## src/rtl/hazard_ctrl_if.sv

```systemverilog
// Hazard controller signal bundle: pipeline-side source/destination info in,
// stall/flush/forward controls, perf counters and error flag out.
interface hazard_ctrl_if #(
  parameter int unsigned CNTW = 16
);
  logic [4:0]      Rs1D;
  logic [4:0]      Rs2D;
  logic [4:0]      Rs1E;
  logic [4:0]      Rs2E;
  logic [4:0]      RdE;
  logic            ResultSrcE;
  logic            PCSrcE;
  logic            retE;
  logic [4:0]      RdM;
  logic            RegWriteM;
  logic            MemReqM;
  logic            MemReadyM;
  logic [4:0]      RdW;
  logic            RegWriteW;

  logic            StallF;
  logic            StallD;
  logic            StallE;
  logic            StallM;
  logic            FlushD;
  logic            FlushE;
  logic            FlushW;
  logic [1:0]      ForwardAE;
  logic [1:0]      ForwardBE;
  logic [CNTW-1:0] stall_cnt;
  logic [CNTW-1:0] flush_cnt;
  logic            mem_err;

  // Pipeline side: supplies stage info, consumes controls
  modport master (
    output Rs1D, Rs2D, Rs1E, Rs2E, RdE, ResultSrcE, PCSrcE, retE,
           RdM, RegWriteM, MemReqM, MemReadyM, RdW, RegWriteW,
    input  StallF, StallD, StallE, StallM, FlushD, FlushE, FlushW,
           ForwardAE, ForwardBE, stall_cnt, flush_cnt, mem_err
  );

  // Controller side
  modport slave (
    input  Rs1D, Rs2D, Rs1E, Rs2E, RdE, ResultSrcE, PCSrcE, retE,
           RdM, RegWriteM, MemReqM, MemReadyM, RdW, RegWriteW,
    output StallF, StallD, StallE, StallM, FlushD, FlushE, FlushW,
           ForwardAE, ForwardBE, stall_cnt, flush_cnt, mem_err
  );
endinterface

```

## src/rtl/hazard_ctrl.sv

```systemverilog
// Hazard and sequencing controller for the 5-stage RV32 pipeline.
// Priority: memory wait > control redirect > load-use. Keeps saturating
// stall/flush event counters and a sticky memory-timeout flag.
module hazard_ctrl #(
  parameter int unsigned TIMEOUT = 255,
  parameter int unsigned CNTW    = 16
) (
  input logic         clk,
  input logic         rst,
  hazard_ctrl_if.slave bus
);

  typedef enum logic {S_RUN, S_WAIT} state_t;

  localparam logic [CNTW-1:0] LP_TIMEOUT = CNTW'(TIMEOUT);

  state_t          r_state;
  state_t          w_state_nxt;
  logic [CNTW-1:0] r_wait_cnt;
  logic [CNTW-1:0] w_wait_cnt_nxt;
  logic [CNTW-1:0] r_stall_cnt;
  logic [CNTW-1:0] r_flush_cnt;
  logic            r_mem_err;
  logic            w_mem_err_set;

  logic            w_lw_stall;
  logic            w_redirect;
  logic            w_mwait;
  logic            w_stall_f;
  logic            w_stall_d;
  logic            w_stall_e;
  logic            w_stall_m;
  logic            w_flush_d;
  logic            w_flush_e;
  logic            w_flush_w;
  logic [1:0]      w_fwd_a;
  logic [1:0]      w_fwd_b;

  // Operand forwarding into Execute; Memory-stage result wins over Writeback
  always_comb begin
    w_fwd_a = 2'b00;
    w_fwd_b = 2'b00;
    if (bus.RegWriteM && (bus.RdM != '0) && (bus.RdM == bus.Rs1E))
      w_fwd_a = 2'b10;
    else if (bus.RegWriteW && (bus.RdW != '0) && (bus.RdW == bus.Rs1E))
      w_fwd_a = 2'b01;
    if (bus.RegWriteM && (bus.RdM != '0) && (bus.RdM == bus.Rs2E))
      w_fwd_b = 2'b10;
    else if (bus.RegWriteW && (bus.RdW != '0) && (bus.RdW == bus.Rs2E))
      w_fwd_b = 2'b01;
  end

  assign w_lw_stall = bus.ResultSrcE && (bus.RdE != '0) &&
                      ((bus.RdE == bus.Rs1D) || (bus.RdE == bus.Rs2D));
  assign w_redirect = bus.PCSrcE || bus.retE;
  assign w_mwait    = ((r_state == S_RUN)  && bus.MemReqM && !bus.MemReadyM) ||
                      ((r_state == S_WAIT) && !bus.MemReadyM && (r_wait_cnt < LP_TIMEOUT));

  // FSM next-state: track an outstanding data-memory access and its wait time
  always_comb begin
    w_state_nxt    = r_state;
    w_wait_cnt_nxt = r_wait_cnt;
    w_mem_err_set  = 1'b0;
    case (r_state)
      S_RUN: begin
        if (bus.MemReqM && !bus.MemReadyM) begin
          w_state_nxt    = S_WAIT;
          w_wait_cnt_nxt = CNTW'(1);
        end
      end
      S_WAIT: begin
        if (bus.MemReadyM) begin
          w_state_nxt    = S_RUN;
          w_wait_cnt_nxt = '0;
        end else if (r_wait_cnt >= LP_TIMEOUT) begin
          w_state_nxt    = S_RUN;
          w_wait_cnt_nxt = '0;
          w_mem_err_set  = 1'b1;
        end else begin
          w_wait_cnt_nxt = r_wait_cnt + CNTW'(1);
        end
      end
      default: begin
        w_state_nxt    = S_RUN;
        w_wait_cnt_nxt = '0;
      end
    endcase
  end

  // Stall/flush resolution in priority order
  always_comb begin
    w_stall_f = 1'b0;
    w_stall_d = 1'b0;
    w_stall_e = 1'b0;
    w_stall_m = 1'b0;
    w_flush_d = 1'b0;
    w_flush_e = 1'b0;
    w_flush_w = 1'b0;
    if (w_mwait) begin
      w_stall_f = 1'b1;
      w_stall_d = 1'b1;
      w_stall_e = 1'b1;
      w_stall_m = 1'b1;
      w_flush_w = 1'b1;
    end else if (w_redirect) begin
      w_flush_d = 1'b1;
      w_flush_e = 1'b1;
    end else if (w_lw_stall) begin
      w_stall_f = 1'b1;
      w_stall_d = 1'b1;
      w_flush_e = 1'b1;
    end
  end

  // State register, wait counter and sticky timeout flag
  always_ff @(posedge clk or posedge rst) begin
    if (rst) begin
      r_state    <= S_RUN;
      r_wait_cnt <= '0;
      r_mem_err  <= 1'b0;
    end else begin
      r_state    <= w_state_nxt;
      r_wait_cnt <= w_wait_cnt_nxt;
      if (w_mem_err_set)
        r_mem_err <= 1'b1;
    end
  end

  // Saturating performance counters
  always_ff @(posedge clk or posedge rst) begin
    if (rst) begin
      r_stall_cnt <= '0;
      r_flush_cnt <= '0;
    end else begin
      if (w_stall_f && (r_stall_cnt != '1))
        r_stall_cnt <= r_stall_cnt + CNTW'(1);
      if (w_flush_e && (r_flush_cnt != '1))
        r_flush_cnt <= r_flush_cnt + CNTW'(1);
    end
  end

  assign bus.StallF    = w_stall_f;
  assign bus.StallD    = w_stall_d;
  assign bus.StallE    = w_stall_e;
  assign bus.StallM    = w_stall_m;
  assign bus.FlushD    = w_flush_d;
  assign bus.FlushE    = w_flush_e;
  assign bus.FlushW    = w_flush_w;
  assign bus.ForwardAE = w_fwd_a;
  assign bus.ForwardBE = w_fwd_b;
  assign bus.stall_cnt = r_stall_cnt;
  assign bus.flush_cnt = r_flush_cnt;
  assign bus.mem_err   = r_mem_err;

endmodule

```

## src/flat_wrapper.sv

```systemverilog
// flat-port wrapper written by rule: the top's interface ports become plain ports
module hazard_ctrl_flat 
#(
  parameter int unsigned TIMEOUT = 255,
  parameter int unsigned CNTW    = 16
)
  (clk, rst, bus_Rs1D, bus_Rs2D, bus_Rs1E, bus_Rs2E, bus_RdE, bus_ResultSrcE, bus_PCSrcE, bus_retE, bus_RdM, bus_RegWriteM, bus_MemReqM, bus_MemReadyM, bus_RdW, bus_RegWriteW, bus_StallF, bus_StallD, bus_StallE, bus_StallM, bus_FlushD, bus_FlushE, bus_FlushW, bus_ForwardAE, bus_ForwardBE, bus_stall_cnt, bus_flush_cnt, bus_mem_err);
  hazard_ctrl_if #(.CNTW(CNTW)) bus_i ();
  input logic clk;
  input logic rst;
  input wire logic [$bits(bus_i.Rs1D)-1:0] bus_Rs1D;
  input wire logic [$bits(bus_i.Rs2D)-1:0] bus_Rs2D;
  input wire logic [$bits(bus_i.Rs1E)-1:0] bus_Rs1E;
  input wire logic [$bits(bus_i.Rs2E)-1:0] bus_Rs2E;
  input wire logic [$bits(bus_i.RdE)-1:0] bus_RdE;
  input wire logic [$bits(bus_i.ResultSrcE)-1:0] bus_ResultSrcE;
  input wire logic [$bits(bus_i.PCSrcE)-1:0] bus_PCSrcE;
  input wire logic [$bits(bus_i.retE)-1:0] bus_retE;
  input wire logic [$bits(bus_i.RdM)-1:0] bus_RdM;
  input wire logic [$bits(bus_i.RegWriteM)-1:0] bus_RegWriteM;
  input wire logic [$bits(bus_i.MemReqM)-1:0] bus_MemReqM;
  input wire logic [$bits(bus_i.MemReadyM)-1:0] bus_MemReadyM;
  input wire logic [$bits(bus_i.RdW)-1:0] bus_RdW;
  input wire logic [$bits(bus_i.RegWriteW)-1:0] bus_RegWriteW;
  output wire logic [$bits(bus_i.StallF)-1:0] bus_StallF;
  output wire logic [$bits(bus_i.StallD)-1:0] bus_StallD;
  output wire logic [$bits(bus_i.StallE)-1:0] bus_StallE;
  output wire logic [$bits(bus_i.StallM)-1:0] bus_StallM;
  output wire logic [$bits(bus_i.FlushD)-1:0] bus_FlushD;
  output wire logic [$bits(bus_i.FlushE)-1:0] bus_FlushE;
  output wire logic [$bits(bus_i.FlushW)-1:0] bus_FlushW;
  output wire logic [$bits(bus_i.ForwardAE)-1:0] bus_ForwardAE;
  output wire logic [$bits(bus_i.ForwardBE)-1:0] bus_ForwardBE;
  output wire logic [$bits(bus_i.stall_cnt)-1:0] bus_stall_cnt;
  output wire logic [$bits(bus_i.flush_cnt)-1:0] bus_flush_cnt;
  output wire logic [$bits(bus_i.mem_err)-1:0] bus_mem_err;
  assign bus_i.Rs1D = bus_Rs1D;
  assign bus_i.Rs2D = bus_Rs2D;
  assign bus_i.Rs1E = bus_Rs1E;
  assign bus_i.Rs2E = bus_Rs2E;
  assign bus_i.RdE = bus_RdE;
  assign bus_i.ResultSrcE = bus_ResultSrcE;
  assign bus_i.PCSrcE = bus_PCSrcE;
  assign bus_i.retE = bus_retE;
  assign bus_i.RdM = bus_RdM;
  assign bus_i.RegWriteM = bus_RegWriteM;
  assign bus_i.MemReqM = bus_MemReqM;
  assign bus_i.MemReadyM = bus_MemReadyM;
  assign bus_i.RdW = bus_RdW;
  assign bus_i.RegWriteW = bus_RegWriteW;
  assign bus_StallF = bus_i.StallF;
  assign bus_StallD = bus_i.StallD;
  assign bus_StallE = bus_i.StallE;
  assign bus_StallM = bus_i.StallM;
  assign bus_FlushD = bus_i.FlushD;
  assign bus_FlushE = bus_i.FlushE;
  assign bus_FlushW = bus_i.FlushW;
  assign bus_ForwardAE = bus_i.ForwardAE;
  assign bus_ForwardBE = bus_i.ForwardBE;
  assign bus_stall_cnt = bus_i.stall_cnt;
  assign bus_flush_cnt = bus_i.flush_cnt;
  assign bus_mem_err = bus_i.mem_err;
  hazard_ctrl #(.TIMEOUT(TIMEOUT), .CNTW(CNTW)) u_core (.clk(clk), .rst(rst), .bus(bus_i));
endmodule
```

## config.mk

```make
export PLATFORM = sky130hd
export DESIGN_NAME = hazard_ctrl_flat
export DESIGN_NICKNAME = d
export VERILOG_FILES = /design/src/rtl/hazard_ctrl_if.sv /design/src/rtl/hazard_ctrl.sv /design/src/flat_wrapper.sv
export SDC_FILE = /design/constraint.sdc
export NUM_CORES = 1
export LEC_CHECK = 0
export ABC_CLOCK_PERIOD_IN_PS = 2520
export BUFFER_PORTS_ARGS = -buffer_cell sky130_fd_sc_hd__buf_2
export CAP_MARGIN = 0
export CORE_ASPECT_RATIO = 1.75
export CORE_MARGIN = 2
export CORE_UTILIZATION = 31
export DETAILED_ROUTE_END_ITERATION = 8
export PLACE_DENSITY = 0.63
export SYNTH_ARGS = -nofsm -noshare
export SYNTH_HDL_FRONTEND = slang
export SYNTH_SLANG_ARGS = --single-unit
export TNS_END_PERCENT = 20
```

## constraint.sdc

```tcl
create_clock -name clk -period 2.52 [get_ports clk]
set_input_delay 0.252 -clock clk [delete_from_list [all_inputs] [get_ports clk]]
set_output_delay 0.252 -clock clk [all_outputs]
set_load 0.03 [all_outputs]
```

==> reports/qor.txt, run 1 <==
Most numerous cell in the Yosys netlist: dfrtp_1
Worst Clk Skew: 0.00676 ns
Area grow syn2layout: 25.9%
Synth Instances: 283
Global placement routability congestion: 0.816
Flop-to-flop setup slack: 0.20 ns
Post-synth top cells: dfrtp_1, xnor2_1, xor2_1
Clock sink count: 50
Crit-path max FO: 7
DP HPWL: 5.64 mm
Critical path arrival: 2.53 ns
Reg clk slew, reported paths: 0.06 ns
Mapped cell area: 2890 um2
Final WL: 7.00 mm
WL/cell: 14.1 um
Register Area: 1250 um2
ANT nets after route: 0
Final setup vio count: 0
Vias in the first global route: 2523
Die X: 76.9 um
CTS tree: yes
Post-Syn Area per Cell: 10.2 um2
Vias/cell: 4.99
Total grt overflow: 0
Worst slack, placed: 0.215 ns
Inserted Diodes: 0
CTS root buffer: clkbuf_16
Ports: 88
Rel. slew slack: 0.448
Worst Setup End Kind: flop
Register area share after synthesis: 0.434
# rows: 46
DRC violation count after routing: 0
Power Density: 742 nW/um2
Final nets: 421
Routed via count: 2470
Yosys warning total: 0
Worst path max stage delay: 0.39 ns
Status: completed
Die Area: 10100 um2
Maximum clock rate: 430 MHz
Synth Flop Type: dfrtp_1
Multi-input gate area: 1550 um2
Share of flip-flops with an asynchronous set or reset: 1.00
Setup bufs post-CTS: 0
First-pass GRT wire length: 11.6 mm
Fillers: 880
Setup TNS: 0 ns
Total CTS buffers: 5
Maximum clock insertion buffer count: 2
Maximum level of the CTS H-tree: 2
Syn_nets: 330
Largest area contributor in the netlist: dfrtp_1
Worst skew pair latency: 0.29 ns
Max_cap viols: 0
Synth top area cells: dfrtp_1, xnor2_1, xor2_1, nand3_1, nor2_1
Total GRT Usage: 0.140
Critical Path Source Type: flop
Slew @ Worst Pin: 0.829 ns
Post-synth EDFFs: 0
Yosys reg bits: 50
Iter 0 DRT Violations: 91
Static leakage: 1.69 nW
Synth top area share: 0.434
Final cycle utilization of the critical path: 0.923
Height of the die: 132 um
Count of buffers from port buffering: 87
Peak VDD IR: 0.000439 V
Fin. Hold Viols: 0
Final worst slack: 0.195 ns
Slowest-stage cell, CP: dfrtp_1
Initial antenna violation count: 0
Final max-slew violation count: 0
Largest net degree at the start of global routing: 39
First-pass iteration count of the detailed router: 4
Unrepaired setup endpoints after global routing: false
Critical path class: flop to flop
Hold/Removal Path Class: primary input to flop
Synth cell types: 46
Total power: 0.00270 W
Critical-path cell list: ha_1, and3_1, and4_4, o31ai_4, a22oi_2, buf_4, nor4_2, xor2_1
Fin crit period: 2.32 ns
Worst Path Required: 2.73 ns
Starting Density: 0.319
Core Region: 9040 um2
Ratio of cells with drive above 1 in the final layout: 0.336
[cell type report]
class                   count  area share
well taps                 120      0.0413
inverters                   6     0.00620
clock buffers               5      0.0344
multi-input cells         219       0.427
flip-flops and latches     50       0.344
repair buffers             92       0.134
clock inverters             3      0.0124
[cells in the final DEF (no fill, tap or decap), drive strengths merged, types with 8 or more instances in the layout]
| cell | instances |
|---|---|
| xnor2 | 39 |
| nor4 | 8 |
| and3 | 9 |
| dfrtp | 50 |
| o21ai | 13 |
| nor3 | 10 |
| nand2 | 19 |
| nand4 | 12 |
| nor2 | 20 |
| buf | 91 |
| and2 | 8 |
| xor2 | 21 |
| nand3 | 25 |
[state kept, by name (all words and copies together), names as in the netlist]
| register | count |
|---|---|
| u_core.bus.mem_err | 1 |
| u_core.bus.stall_cnt | 16 |
| u_core.r_wait_cnt | 16 |
| u_core.bus.flush_cnt | 16 |
| u_core.r_state | 1 |
[final timing paths]
check / cells after the start / to / start
max: 8 / u_core.bus.stall_cnt[9] / u_core.r_wait_cnt[0]
min: 2 / u_core.r_wait_cnt[0] / bus_MemReadyM
max reg2reg: 8 / u_core.bus.stall_cnt[9] / u_core.r_wait_cnt[0]
min reg2reg: 1 / u_core.bus.stall_cnt[10] / u_core.bus.stall_cnt[10]
max in group asynchronous: 4 / u_core.bus.stall_cnt[7] / rst
min in group asynchronous: 3 / u_core.bus.flush_cnt[2] / rst
[per-stage QoR]
stage,instances,utilization,area (um2),hold WS [ns]
after CTS,495,0.401,3620,0.176
after global placement,486,0.381,3440,0.215
final,495,0.402,3630,0.180
after detailed placement,486,0.381,3440,0.214
after global routing,495,0.402,3630,0.180
after floorplan,283,-,2890,0.341
[report_power, final]
part / switching (W) / internal [W] / total (W)
clock network: 0.000300 / 0.000468 / 0.000768
logic: 0.000535 / 0.000299 / 0.000834
registers: 0.000171 / 0.000923 / 0.00109
[kinds of logic after synthesis]
logic type,Yosys count,share of synthesized area
muxes,2,0.00781
buffers and inverters,14,0.0334
AOI/OAI and AO/OA,29,0.0703
xor gates and xnor gates,60,0.182
adders and majority gates,3,0.0130
and+or+nand+nor,125,0.260
DFF,50,0.434
[metal layers]
metal  GRT usage  up-vias  routed length (um)
met5           0        -                   0
met4      0.0727        0                 228
li1            -     1179                   -
met1       0.151     1179                2650
met3      0.0234       17                 403
met2       0.257       95                3720
[critical path, delay by kind of cell (launching register included)]
| family | cells | cell delay, ns |
|---|---|---|
| AOI/OAI and AO/OA | 2 | 0.52 |
| xor gates and xnor gates | 1 | 0.18 |
| adders and majority gates | 1 | 0.22 |
| buffers and inverters | 1 | 0.21 |
| DFF | 1 | 0.39 |
| and+or+nand+nor | 3 | 0.71 |
[repair_timing]
| action | in CTS | in global routing |
|---|---|---|
| resized for setup | 0 | 3 |
| setup endpoints to repair | 0 | 3 |
| endpoints found under the hold margin | 12 | 0 |
| hold buffers | 1 | 0 |
Power figures use the tool's default switching activity.
==> inputs of run 2 (changes only) <==
--- a/config.mk
+++ b/config.mk
@@ -10,9 +10,10 @@
 export CAP_MARGIN = 0
 export CORE_ASPECT_RATIO = 1.75
 export CORE_MARGIN = 2
-export CORE_UTILIZATION = 31
+export CORE_UTILIZATION = 52
 export DETAILED_ROUTE_END_ITERATION = 8
-export PLACE_DENSITY = 0.63
+export PLACE_DENSITY = 0.91
+export REMOVE_ABC_BUFFERS = 1
 export SYNTH_ARGS = -nofsm -noshare
 export SYNTH_HDL_FRONTEND = slang
 export SYNTH_SLANG_ARGS = --single-unit
==> run 2 against run 1 <==
- count of clock-buffer cells in the layout is the same
- highest routed layer unchanged
- via count grew 2.1%
- die area shrank 39%
- global-route usage grew 9.8 points
- worst hold slack lost 0.0058 ns
- sequential share of layout area grew 1.5 points
- cell area shrank 4.3%
- critical path type is now flop to output port
- register-to-register slack gained 0.04 ns
- non-clock buffer count is the same
==> reports/qor.txt, run 2 (synthesis gave the netlist of run 1 again) <==
Reg clk slew, reported paths: 0.09 ns
Flop-to-flop setup slack: 0.24 ns
Commonest cells after routing, fill and taps aside: buf_2, dfrtp_1, xnor2_1
WHS Path Cells: 2
Metal2 WL: 3.84 mm
ANT nets after route: 0
Unrepaired setup endpoints after global routing: false
Worst Path Required: 2.27 ns
Area grow syn2layout: 20.5%
Largest net degree at the start of global routing: 30
Final WL: 6.84 mm
Maximum clock rate: 423 MHz
Total GRT Usage: 0.239
Critical path class: flop to output port
Ports: 88
Initial antenna violation count: 0
Inserted Diodes: 0
CTS root buffer: clkbuf_8
Vias in the first global route: 2561
Fin crit period: 2.37 ns
Wl on met1: 2.47 mm
Crit-path max FO: 7
# rows: 35
Worst r2r path cells: 8
CTS tree: yes
First-pass GRT wire length: 11.4 mm
Worst skew pair latency: 0.30 ns
Starting Density: 0.545
Ratio of cells with drive above 1 in the final layout: 0.333
Worst Clk Skew: 0.00687 ns
Iter 0 DRT Violations: 118
Worst hold margin: 0.174 ns
Total grt overflow: 0
Slowest-stage cell, CP: dfrtp_1
Final setup vio count: 0
Static leakage: 1.66 nW
Util after Layout: 0.656
Peak VDD IR: 0.000355 V
Maximum level of the CTS H-tree: 2
Critical Path Source Type: flop
Final max-slew violation count: 0
Worst slack, placed: 0.287 ns
Slew @ Worst Pin: 0.829 ns
Core Region: 5300 um2
Final std cells w/o fill: 449
Final worst slack: 0.155 ns
Clock sink count: 50
Height of the die: 103 um
Critical-path cell list: ha_1, and3_1, and4_4, o31ai_4, a21o_4, buf_2
Metal3 WL: 366 um
DP Cell Count: 440
Critical path arrival: 2.11 ns
Vias/cell: 5.61
Max_cap viols: 0
Fillers: 432
DRC violation count after routing: 0
Die X: 60.3 um
Total CTS buffers: 5
Routed via count: 2521
Count of buffers from port buffering: 87
Global placement routability congestion: 0.832
Rel. slew slack: 0.447
Setup bufs post-CTS: 0
Multi-input gate area: 1550 um2
Power Density: 686 nW/um2
DR top layer: met4
Register Area: 1250 um2
Hold/Removal Path Class: primary input to flop
Worst path max stage delay: 0.41 ns
Maximum clock insertion buffer count: 2
Final nets: 421
DP HPWL: 5.34 mm
Worst Setup End Kind: output port
Final cycle utilization of the critical path: 0.939
WL/cell: 15.2 um
Commonest non-fill, non-tap cell in the layout: buf_2
Die Area: 6180 um2
Fin. Hold Viols: 0
First-pass iteration count of the detailed router: 4
Status: completed
-- run 2: through the flow --
| step | setup TNS [ns] | power [W] | instance area (um2) |
|---|---|---|---|
| 6_report | 0 | 0.00238 | 3480 |
| 5_1_grt | 0 | 0.00251 | 3480 |
| 4_1_cts | 0 | 0.00240 | 3470 |
| 3_5_place_dp | 0 | 0.00193 | 3370 |
| 3_3_place_gp | 0 | 0.00190 | 3370 |
| 2_1_floorplan | -3.73 | 0.00164 | 2810 |
-- run 2: power breakdown --
part	switching, W	internal [W]
Combinational	0.000540	0.000291
Clock	0.000268	0.000195
Sequential	0.000168	0.000922
-- run 2: layout make-up --
| class | count | share of cell area |
|---|---|---|
| tap | 74 | 0.0266 |
| multi-input combinational | 219 | 0.444 |
| timing repair buffer | 92 | 0.137 |
| sequential | 50 | 0.360 |
| inverter | 6 | 0.00648 |
| clock inverter | 3 | 0.00612 |
| clock buffer | 5 | 0.0198 |
-- run 2: metal layers --
layer / up-vias / global-route usage
li1: 1181 / -
met1: 1213 / 0.263
met2: 114 / 0.440
met3: 13 / 0.0427
met4: 0 / 0.0889
met5: - / 0
-- run 2: final timing paths --
check / from / to
setup / recovery: u_core.r_wait_cnt[0] / bus_StallF
hold / removal: bus_MemReadyM / u_core.r_wait_cnt[0]
setup reg to reg: u_core.r_wait_cnt[0] / u_core.bus.stall_cnt[9]
hold reg to reg: u_core.bus.stall_cnt[10] / u_core.bus.stall_cnt[10]
max in group asynchronous: rst / u_core.bus.stall_cnt[2]
min in group asynchronous: rst / u_core.bus.flush_cnt[3]
-- run 2: critical path, delay by kind of cell, from the launching register on --
family	cells	cell delay [ns]
adder cells (fa/ha/maj)	1	0.23
AND/OR/NAND/NOR	2	0.48
AO/OA/AOI/OAI	2	0.50
buffers and inverters	1	0.20
flip-flops	1	0.41
-- run 2: repair_timing --
| item | CTS | global route |
|---|---|---|
| hold buffers | 1 | 0 |
| resized for setup | 0 | 1 |
| setup endpoints to repair | 0 | 2 |
| endpoints found under the hold margin | 21 | 0 |
